==> src/rtl/alu_ctrl_mc_if.sv <==
// Bus between the ID/EX register and the EX-stage ALU control / mul-div sequencer.
// The master drives instruction fields; the slave (alu_ctrl_mc) returns decode and sequencing.
interface alu_ctrl_mc_if #(
  parameter int unsigned CTRL_WIDTH = 5
);
  logic                  valid_i;
  logic                  flush_i;
  logic [5:0]            funct_i;
  logic [3:0]            ALUOp_i;
  logic [CTRL_WIDTH-1:0] ALUCtrl_o;
  logic                  Sign_extend_o;
  logic [1:0]            Mux_ALU_src1_o;
  logic                  Jump_R_o;
  logic                  illegal_o;
  logic                  mul_start_o;
  logic [1:0]            mul_op_o;
  logic                  stall_o;
  logic                  hilo_we_o;

  modport master (
    output valid_i, flush_i, funct_i, ALUOp_i,
    input  ALUCtrl_o, Sign_extend_o, Mux_ALU_src1_o, Jump_R_o, illegal_o,
    input  mul_start_o, mul_op_o, stall_o, hilo_we_o
  );

  modport slave (
    input  valid_i, flush_i, funct_i, ALUOp_i,
    output ALUCtrl_o, Sign_extend_o, Mux_ALU_src1_o, Jump_R_o, illegal_o,
    output mul_start_o, mul_op_o, stall_o, hilo_we_o
  );
endinterface

==> src/rtl/alu_ctrl_mc.sv <==
// EX-stage ALU control decoder with a multi-cycle MULT/MULTU/DIV/DIVU sequencer.
// Define ALU_CTRL_DIV_EN to decode DIV/DIVU and build the DIV_CYCLES latency path.
module alu_ctrl_mc #(
  parameter int unsigned CTRL_WIDTH = 5,
  parameter int unsigned MUL_CYCLES = 4,
  parameter int unsigned DIV_CYCLES = 32
) (
  input  logic            clk_i,
  input  logic            rst_i,
  alu_ctrl_mc_if.slave    bus
);

  localparam logic [CTRL_WIDTH-1:0] CodeAnd   = CTRL_WIDTH'(0);
  localparam logic [CTRL_WIDTH-1:0] CodeOr    = CTRL_WIDTH'(1);
  localparam logic [CTRL_WIDTH-1:0] CodeLw    = CTRL_WIDTH'(2);
  localparam logic [CTRL_WIDTH-1:0] CodeSw    = CTRL_WIDTH'(3);
  localparam logic [CTRL_WIDTH-1:0] CodeAddu  = CTRL_WIDTH'(4);
  localparam logic [CTRL_WIDTH-1:0] CodeSubu  = CTRL_WIDTH'(5);
  localparam logic [CTRL_WIDTH-1:0] CodeSlt   = CTRL_WIDTH'(6);
  localparam logic [CTRL_WIDTH-1:0] CodeBlez  = CTRL_WIDTH'(7);
  localparam logic [CTRL_WIDTH-1:0] CodeSra   = CTRL_WIDTH'(8);
  localparam logic [CTRL_WIDTH-1:0] CodeSrav  = CTRL_WIDTH'(9);
  localparam logic [CTRL_WIDTH-1:0] CodeLui   = CTRL_WIDTH'(10);
  localparam logic [CTRL_WIDTH-1:0] CodeSltu  = CTRL_WIDTH'(11);
  localparam logic [CTRL_WIDTH-1:0] CodeSll   = CTRL_WIDTH'(12);
  localparam logic [CTRL_WIDTH-1:0] CodeMult  = CTRL_WIDTH'(13);
  localparam logic [CTRL_WIDTH-1:0] CodeBgtz  = CTRL_WIDTH'(14);
  localparam logic [CTRL_WIDTH-1:0] CodeMultu = CTRL_WIDTH'(15);
`ifdef ALU_CTRL_DIV_EN
  localparam logic [CTRL_WIDTH-1:0] CodeDiv   = CTRL_WIDTH'(16);
  localparam logic [CTRL_WIDTH-1:0] CodeDivu  = CTRL_WIDTH'(17);
`endif
  localparam logic [CTRL_WIDTH-1:0] CodeJr    = CTRL_WIDTH'(18);

  localparam int unsigned CntMax = (MUL_CYCLES > DIV_CYCLES) ? MUL_CYCLES : DIV_CYCLES;
  localparam int unsigned CntW   = $clog2(CntMax + 1);
  localparam logic [CntW-1:0] MulLoad = CntW'(MUL_CYCLES - 1);
`ifdef ALU_CTRL_DIV_EN
  localparam logic [CntW-1:0] DivLoad = CntW'(DIV_CYCLES - 1);
`endif

  typedef enum logic [1:0] {StIdle, StRun, StDone} state_e;

  state_e            state_q;
  logic [CntW-1:0]   cnt_q;
  logic              mul_start_q;
  logic [1:0]        mul_op_q;
  logic              hilo_we_q;

  logic [CTRL_WIDTH-1:0] alu_ctrl;
  logic                  sext;
  logic [1:0]            src1;
  logic                  jump_r;
  logic                  unknown;
  logic                  muldiv;
  logic                  accept;
  logic [CntW-1:0]       cnt_load;

  always_comb begin
    alu_ctrl = CodeAnd;
    sext     = 1'b0;
    src1     = 2'd0;
    jump_r   = 1'b0;
    unknown  = 1'b0;
    muldiv   = 1'b0;
    case (bus.ALUOp_i)
      4'd0: begin
        case (bus.funct_i)
          6'b100001: alu_ctrl = CodeAddu;
          6'b100011: alu_ctrl = CodeSubu;
          6'b100100: alu_ctrl = CodeAnd;
          6'b100101: alu_ctrl = CodeOr;
          6'b101010: alu_ctrl = CodeSlt;
          6'b000011: begin alu_ctrl = CodeSra;  src1   = 2'd1; end
          6'b000111: alu_ctrl = CodeSrav;
          6'b000000: begin alu_ctrl = CodeSll;  src1   = 2'd1; end
          6'b001000: begin alu_ctrl = CodeJr;   jump_r = 1'b1; end
          6'b011000: begin alu_ctrl = CodeMult;  muldiv = 1'b1; end
          6'b011001: begin alu_ctrl = CodeMultu; muldiv = 1'b1; end
`ifdef ALU_CTRL_DIV_EN
          6'b011010: begin alu_ctrl = CodeDiv;   muldiv = 1'b1; end
          6'b011011: begin alu_ctrl = CodeDivu;  muldiv = 1'b1; end
`endif
          default:   unknown = 1'b1;
        endcase
      end
      4'd1:    begin alu_ctrl = CodeAddu; sext = 1'b1; end
      4'd2:    alu_ctrl = CodeSltu;
      4'd3:    begin alu_ctrl = CodeSubu; sext = 1'b1; end
      4'd4:    alu_ctrl = CodeLui;
      4'd5:    alu_ctrl = CodeOr;
      4'd6:    begin alu_ctrl = CodeSubu; sext = 1'b1; end
      4'd7:    begin alu_ctrl = CodeLw;   sext = 1'b1; end
      4'd8:    begin alu_ctrl = CodeSw;   sext = 1'b1; end
      4'd9:    begin alu_ctrl = CodeBlez; sext = 1'b1; end
      4'd10:   begin alu_ctrl = CodeBgtz; sext = 1'b1; end
      4'd11:   alu_ctrl = CodeAddu;
      4'd12:   begin alu_ctrl = CodeAddu; sext = 1'b1; end
      4'd13:   begin alu_ctrl = CodeAddu; sext = 1'b1; end
      default: unknown = 1'b1;
    endcase
  end

  assign accept = (state_q == StIdle) && bus.valid_i && !bus.flush_i && muldiv;

`ifdef ALU_CTRL_DIV_EN
  assign cnt_load = bus.funct_i[1] ? DivLoad : MulLoad;
`else
  assign cnt_load = MulLoad;
`endif

  // RUN lasts exactly latency cycles: count is loaded with latency-1 and exits at zero.
  always_ff @(posedge clk_i or negedge rst_i) begin
    if (!rst_i) begin
      state_q     <= StIdle;
      cnt_q       <= '0;
      mul_start_q <= 1'b0;
      mul_op_q    <= 2'd0;
      hilo_we_q   <= 1'b0;
    end else begin
      mul_start_q <= 1'b0;
      hilo_we_q   <= 1'b0;
      unique case (state_q)
        StIdle: begin
          if (accept) begin
            state_q     <= StRun;
            mul_start_q <= 1'b1;
            mul_op_q    <= bus.funct_i[1:0];
            cnt_q       <= cnt_load;
          end
        end
        StRun: begin
          if (bus.flush_i) begin
            state_q <= StIdle;
            cnt_q   <= '0;
          end else if (cnt_q == '0) begin
            state_q   <= StDone;
            hilo_we_q <= 1'b1;
          end else begin
            cnt_q <= cnt_q - 1'b1;
          end
        end
        StDone:  state_q <= StIdle;
        default: state_q <= StIdle;
      endcase
    end
  end

  assign bus.ALUCtrl_o      = alu_ctrl;
  assign bus.Sign_extend_o  = sext;
  assign bus.Mux_ALU_src1_o = src1;
  assign bus.Jump_R_o       = jump_r;
  assign bus.illegal_o      = unknown && bus.valid_i;
  assign bus.mul_start_o    = mul_start_q;
  assign bus.mul_op_o       = mul_op_q;
  assign bus.hilo_we_o      = hilo_we_q;
  assign bus.stall_o        = rst_i && (accept || ((state_q == StRun) && !bus.flush_i));

endmodule

==> src/flat_wrapper.sv <==
// flat-port wrapper written by rule: the top's interface ports become plain ports
module alu_ctrl_mc_flat 
#(
  parameter int unsigned CTRL_WIDTH = 5,
  parameter int unsigned MUL_CYCLES = 4,
  parameter int unsigned DIV_CYCLES = 32
)
  (clk_i, rst_i, bus_valid_i, bus_flush_i, bus_funct_i, bus_ALUOp_i, bus_ALUCtrl_o, bus_Sign_extend_o, bus_Mux_ALU_src1_o, bus_Jump_R_o, bus_illegal_o, bus_mul_start_o, bus_mul_op_o, bus_stall_o, bus_hilo_we_o);
  alu_ctrl_mc_if #(.CTRL_WIDTH(CTRL_WIDTH)) bus_i ();
  input  logic clk_i;
  input  logic rst_i;
  input wire logic [$bits(bus_i.valid_i)-1:0] bus_valid_i;
  input wire logic [$bits(bus_i.flush_i)-1:0] bus_flush_i;
  input wire logic [$bits(bus_i.funct_i)-1:0] bus_funct_i;
  input wire logic [$bits(bus_i.ALUOp_i)-1:0] bus_ALUOp_i;
  output wire logic [$bits(bus_i.ALUCtrl_o)-1:0] bus_ALUCtrl_o;
  output wire logic [$bits(bus_i.Sign_extend_o)-1:0] bus_Sign_extend_o;
  output wire logic [$bits(bus_i.Mux_ALU_src1_o)-1:0] bus_Mux_ALU_src1_o;
  output wire logic [$bits(bus_i.Jump_R_o)-1:0] bus_Jump_R_o;
  output wire logic [$bits(bus_i.illegal_o)-1:0] bus_illegal_o;
  output wire logic [$bits(bus_i.mul_start_o)-1:0] bus_mul_start_o;
  output wire logic [$bits(bus_i.mul_op_o)-1:0] bus_mul_op_o;
  output wire logic [$bits(bus_i.stall_o)-1:0] bus_stall_o;
  output wire logic [$bits(bus_i.hilo_we_o)-1:0] bus_hilo_we_o;
  assign bus_i.valid_i = bus_valid_i;
  assign bus_i.flush_i = bus_flush_i;
  assign bus_i.funct_i = bus_funct_i;
  assign bus_i.ALUOp_i = bus_ALUOp_i;
  assign bus_ALUCtrl_o = bus_i.ALUCtrl_o;
  assign bus_Sign_extend_o = bus_i.Sign_extend_o;
  assign bus_Mux_ALU_src1_o = bus_i.Mux_ALU_src1_o;
  assign bus_Jump_R_o = bus_i.Jump_R_o;
  assign bus_illegal_o = bus_i.illegal_o;
  assign bus_mul_start_o = bus_i.mul_start_o;
  assign bus_mul_op_o = bus_i.mul_op_o;
  assign bus_stall_o = bus_i.stall_o;
  assign bus_hilo_we_o = bus_i.hilo_we_o;
  alu_ctrl_mc #(.CTRL_WIDTH(CTRL_WIDTH), .MUL_CYCLES(MUL_CYCLES), .DIV_CYCLES(DIV_CYCLES)) u_core (.clk_i(clk_i), .rst_i(rst_i), .bus(bus_i));
endmodule
==> config.mk <==
export PLATFORM = sky130hd
export DESIGN_NAME = alu_ctrl_mc_flat
export DESIGN_NICKNAME = d
export VERILOG_FILES = /design/src/rtl/alu_ctrl_mc_if.sv /design/src/rtl/alu_ctrl_mc.sv /design/src/flat_wrapper.sv
export SDC_FILE = /design/constraint.sdc
export NUM_CORES = 1
export LEC_CHECK = 0
export CORE_ASPECT_RATIO = 0.6
export CORE_MARGIN = 2
export CORE_UTILIZATION = 43
export DETAILED_ROUTE_END_ITERATION = 10
export PLACE_DENSITY = 0.75
export SKIP_CTS_REPAIR_TIMING = 1
export SYNTH_ARGS = -nofsm -noshare
export SYNTH_HDL_FRONTEND = slang
export SYNTH_SLANG_ARGS = --single-unit
==> constraint.sdc <==
create_clock -name clk_i -period 2.2 [get_ports clk_i]
set_input_delay 0.44 -clock clk_i [delete_from_list [all_inputs] [get_ports clk_i]]
set_output_delay 0.44 -clock clk_i [all_outputs]
set_load 0.01 [all_outputs]
==> results of run 1 <==
where the power goes:
group          switching [W]  total [W]  internal, W
sequential        0.00000432   0.000230     0.000225
combinational       0.000100   0.000190    0.0000901
clock              0.0000897   0.000248     0.000159
worst max path at each step:
stage                        start               end  slack [ps]  cells after the start
global placement    bus_funct_i[4]  bus_ALUCtrl_o[1]        -790                      7
detailed placement  bus_funct_i[1]     bus_illegal_o        -860                      7
global route        bus_funct_i[0]     bus_illegal_o         -30                      9
floorplan           bus_ALUOp_i[0]       bus_stall_o          20                      6
CTS                 bus_funct_i[4]  bus_ALUCtrl_o[1]        -860                      7
finish              bus_funct_i[0]     bus_illegal_o          40                      7
state kept, by name, indices dropped and copies added, names as in the netlist:
register                cells
u_core.bus.mul_start_o      1
u_core.bus.mul_op_o         2
u_core.bus.hilo_we_o        1
u_core.cnt_q                6
u_core.state_q              2
cell usage in the layout (no fill, tap or decap), types with 6 or more instances in the layout:
cell type        instances
clkdlybuf4s50_1          7
clkbuf_2                 6
nor2_1                  14
xor2_1                   6
dlymetal6s2s_1           8
dfrtp_1                 12
inv_1                    6
nand2_1                  9
buf_4                   29
cells in the mapped netlist, drive strengths merged (2+ instances only):
cell,instances,area [um^2]
nand2b,4,25.0
nor2b,3,18.8
nor3b,3,22.5
a21oi,5,28.8
buf,4,33.8
o21ai,9,48.8
nand2,10,40.0
nand3,2,10.0
a22oi,3,22.5
or4,2,18.8
mux2i,2,20.0
nor2,15,56.3
dfrtp,12,300
xor2,6,52.6
nor4,5,46.3
a21boi,2,15.0
inv,7,26.3
xnor2,2,17.5
clkbuf,8,30.0
nor3,3,15.0
a31oi,2,12.5
o22ai,2,12.5
per-layer routing:
| layer | routed length (um) | GRT usage, % | part of all wire [%] |
|---|---|---|---|
| met3 | 327 | 6.99 | 9.3 |
| met1 | 1610 | 34.6 | 46 |
| met2 | 1520 | 34.2 | 43 |
| met4 | 54 | 7.60 | 1.5 |
| met5 | 0 | 0 | 0 |
cell type report:
type / instances / area [um^2]
clock buffers: 4 / 55.1
fillers: 161 / 619
inverters: 7 / 26.3
multi-input cells: 102 / 739
flip-flops and latches: 12 / 300
well taps: 30 / 37.5
repair buffers: 56 / 467
critical path, stage by stage:
cell and delay, ps:
buf_4 130, or4_4 540, a31oi_4 170, o21ai_2 80, a32oi_1 160, nor3b_1 70, clkbuf_2 130
through the flow:
| step | cells | cell area, um^2 | utilization (%) |
|---|---|---|---|
| after floorplan | 133 | 1070 | - |
| after global placement | 204 | 1510 | 67.2 |
| after detailed placement | 204 | 1510 | 67.2 |
| after CTS | 208 | 1560 | 69.7 |
| after global routing | 211 | 1630 | 72.4 |
| final | 211 | 1630 | 72.4 |
cells by family after synthesis:
group / Yosys count / synth area share (%)
AOI/OAI and AO/OA: 36 / 23.6
and+or+nand+nor: 53 / 28.5
other: 1 / 0.354
muxes: 3 / 2.95
DFF: 12 / 28.3
xor gates and xnor gates: 8 / 6.61
adders and majority gates: 1 / 1.18
buffers and inverters: 19 / 8.50
==> out/metrics.cfg, run 1 <==
[grt]
grt_max_degree=14
grt_pass1_vias=1097
overflow=0
grt_first_pass_wirelength_mm=5.18
grtUsageTotal_pct=24.1
antenna_found_initial=0

[worst_setup_path]
r2r-end=u_core.cnt_q[4]$_DFFE_PN0P_
arrival_ps=1720
worstSetupPathType=input port to primary output
r2r_start=u_core.cnt_q[3]$_DFFE_PN0P_
worstPathRequired_ps=1760
ff2ff_setup_slack_ps=360
worstRegToRegCells=5
end_kind=primary output
crit_path_max_fanout=4
startpoint_type=input port

[routing]
first_iter_violations=94
dr.pass1.iters=4
drc=0
antenna_left=0
detail_route.vias_per_cell=5.95
wirelength_mm=3.51
wire_per_inst_um=16.6
dr_total_vias=1255

[floorplanning]
rows=13
pin_count=29
fp.coreArea_um2=2240
start_util_pct=47.2
die_h_um=42.5
die_w_um=68.1
die_area_um2=2890

[logic_synthesis]
ys_async_sr_fraction_pct=100
ys_warn_count=0
syn_avg_cell_area_um2=7.97
synthFlopType=dfrtp_1
synth.distinct_cells=53
syn_nets=148
synth_edf_count=0
ys_seq_area_share_pct=28.3
netlist_area_um2=1060
synth-seq-cells=12
netlist_instances=133

[hold_path]
hp-class=flop to flop
hp-start=u_core.bus.mul_op_o[0]$_DFFE_PN0P_
hold_end=u_core.bus.mul_op_o[0]$_DFFE_PN0P_
holdPathStages=2

[sta]
period_share_pct=98.0
setup_ws_ps=43.9
setup_viol=0
tns_ps=0
hold_violations=0
finClkSkew_ps=2.43
fmax_ghz=0.464
maxSlewViolCount=0
fin_crit_ps=2160
grt_setup_unrepaired=yes
whs_ps=471

[clocking]
clockRootBuffer=clkbuf_8
cts_tree=done
cts.sinks=12
cts_buffer_depth=2
numCtsBuffers=3
htree_levels=1
worst_skew_pair.late_latency_ps=250
path_clk_slew_ps=60

[run]
cap_violations=0

[pwr]
leakagePower_nw=0.817
power.density_nw_per_um2=411
p_total_w=0.000668
ir_drop_v=0.000253

[status]
status=finished clean

[cells_and_area]
diodes=0
final_layout_size_suffix_gt1_share_pct=34.8
nets=197
syn_to_final_growth_pct=53.4

[placement]
dp_hpwl_mm=2.58
place.gp.congestion=0.915
place_worst_setup_slack_ps=-855
port_buffers=27

Note: power is estimated with default switching activity, not from simulation.
==> inputs of run 2 (changes only) <==
--- a/config.mk
+++ b/config.mk
@@ -11,6 +11,7 @@
 export DETAILED_ROUTE_END_ITERATION = 10
 export PLACE_DENSITY = 0.75
 export SKIP_CTS_REPAIR_TIMING = 1
+export SLEW_MARGIN = 10
 export SYNTH_ARGS = -nofsm -noshare
 export SYNTH_HDL_FRONTEND = slang
 export SYNTH_SLANG_ARGS = --single-unit
==> results of run 2 <==
Same layout as run 1: the final DEF is identical, and so are final timing and power.
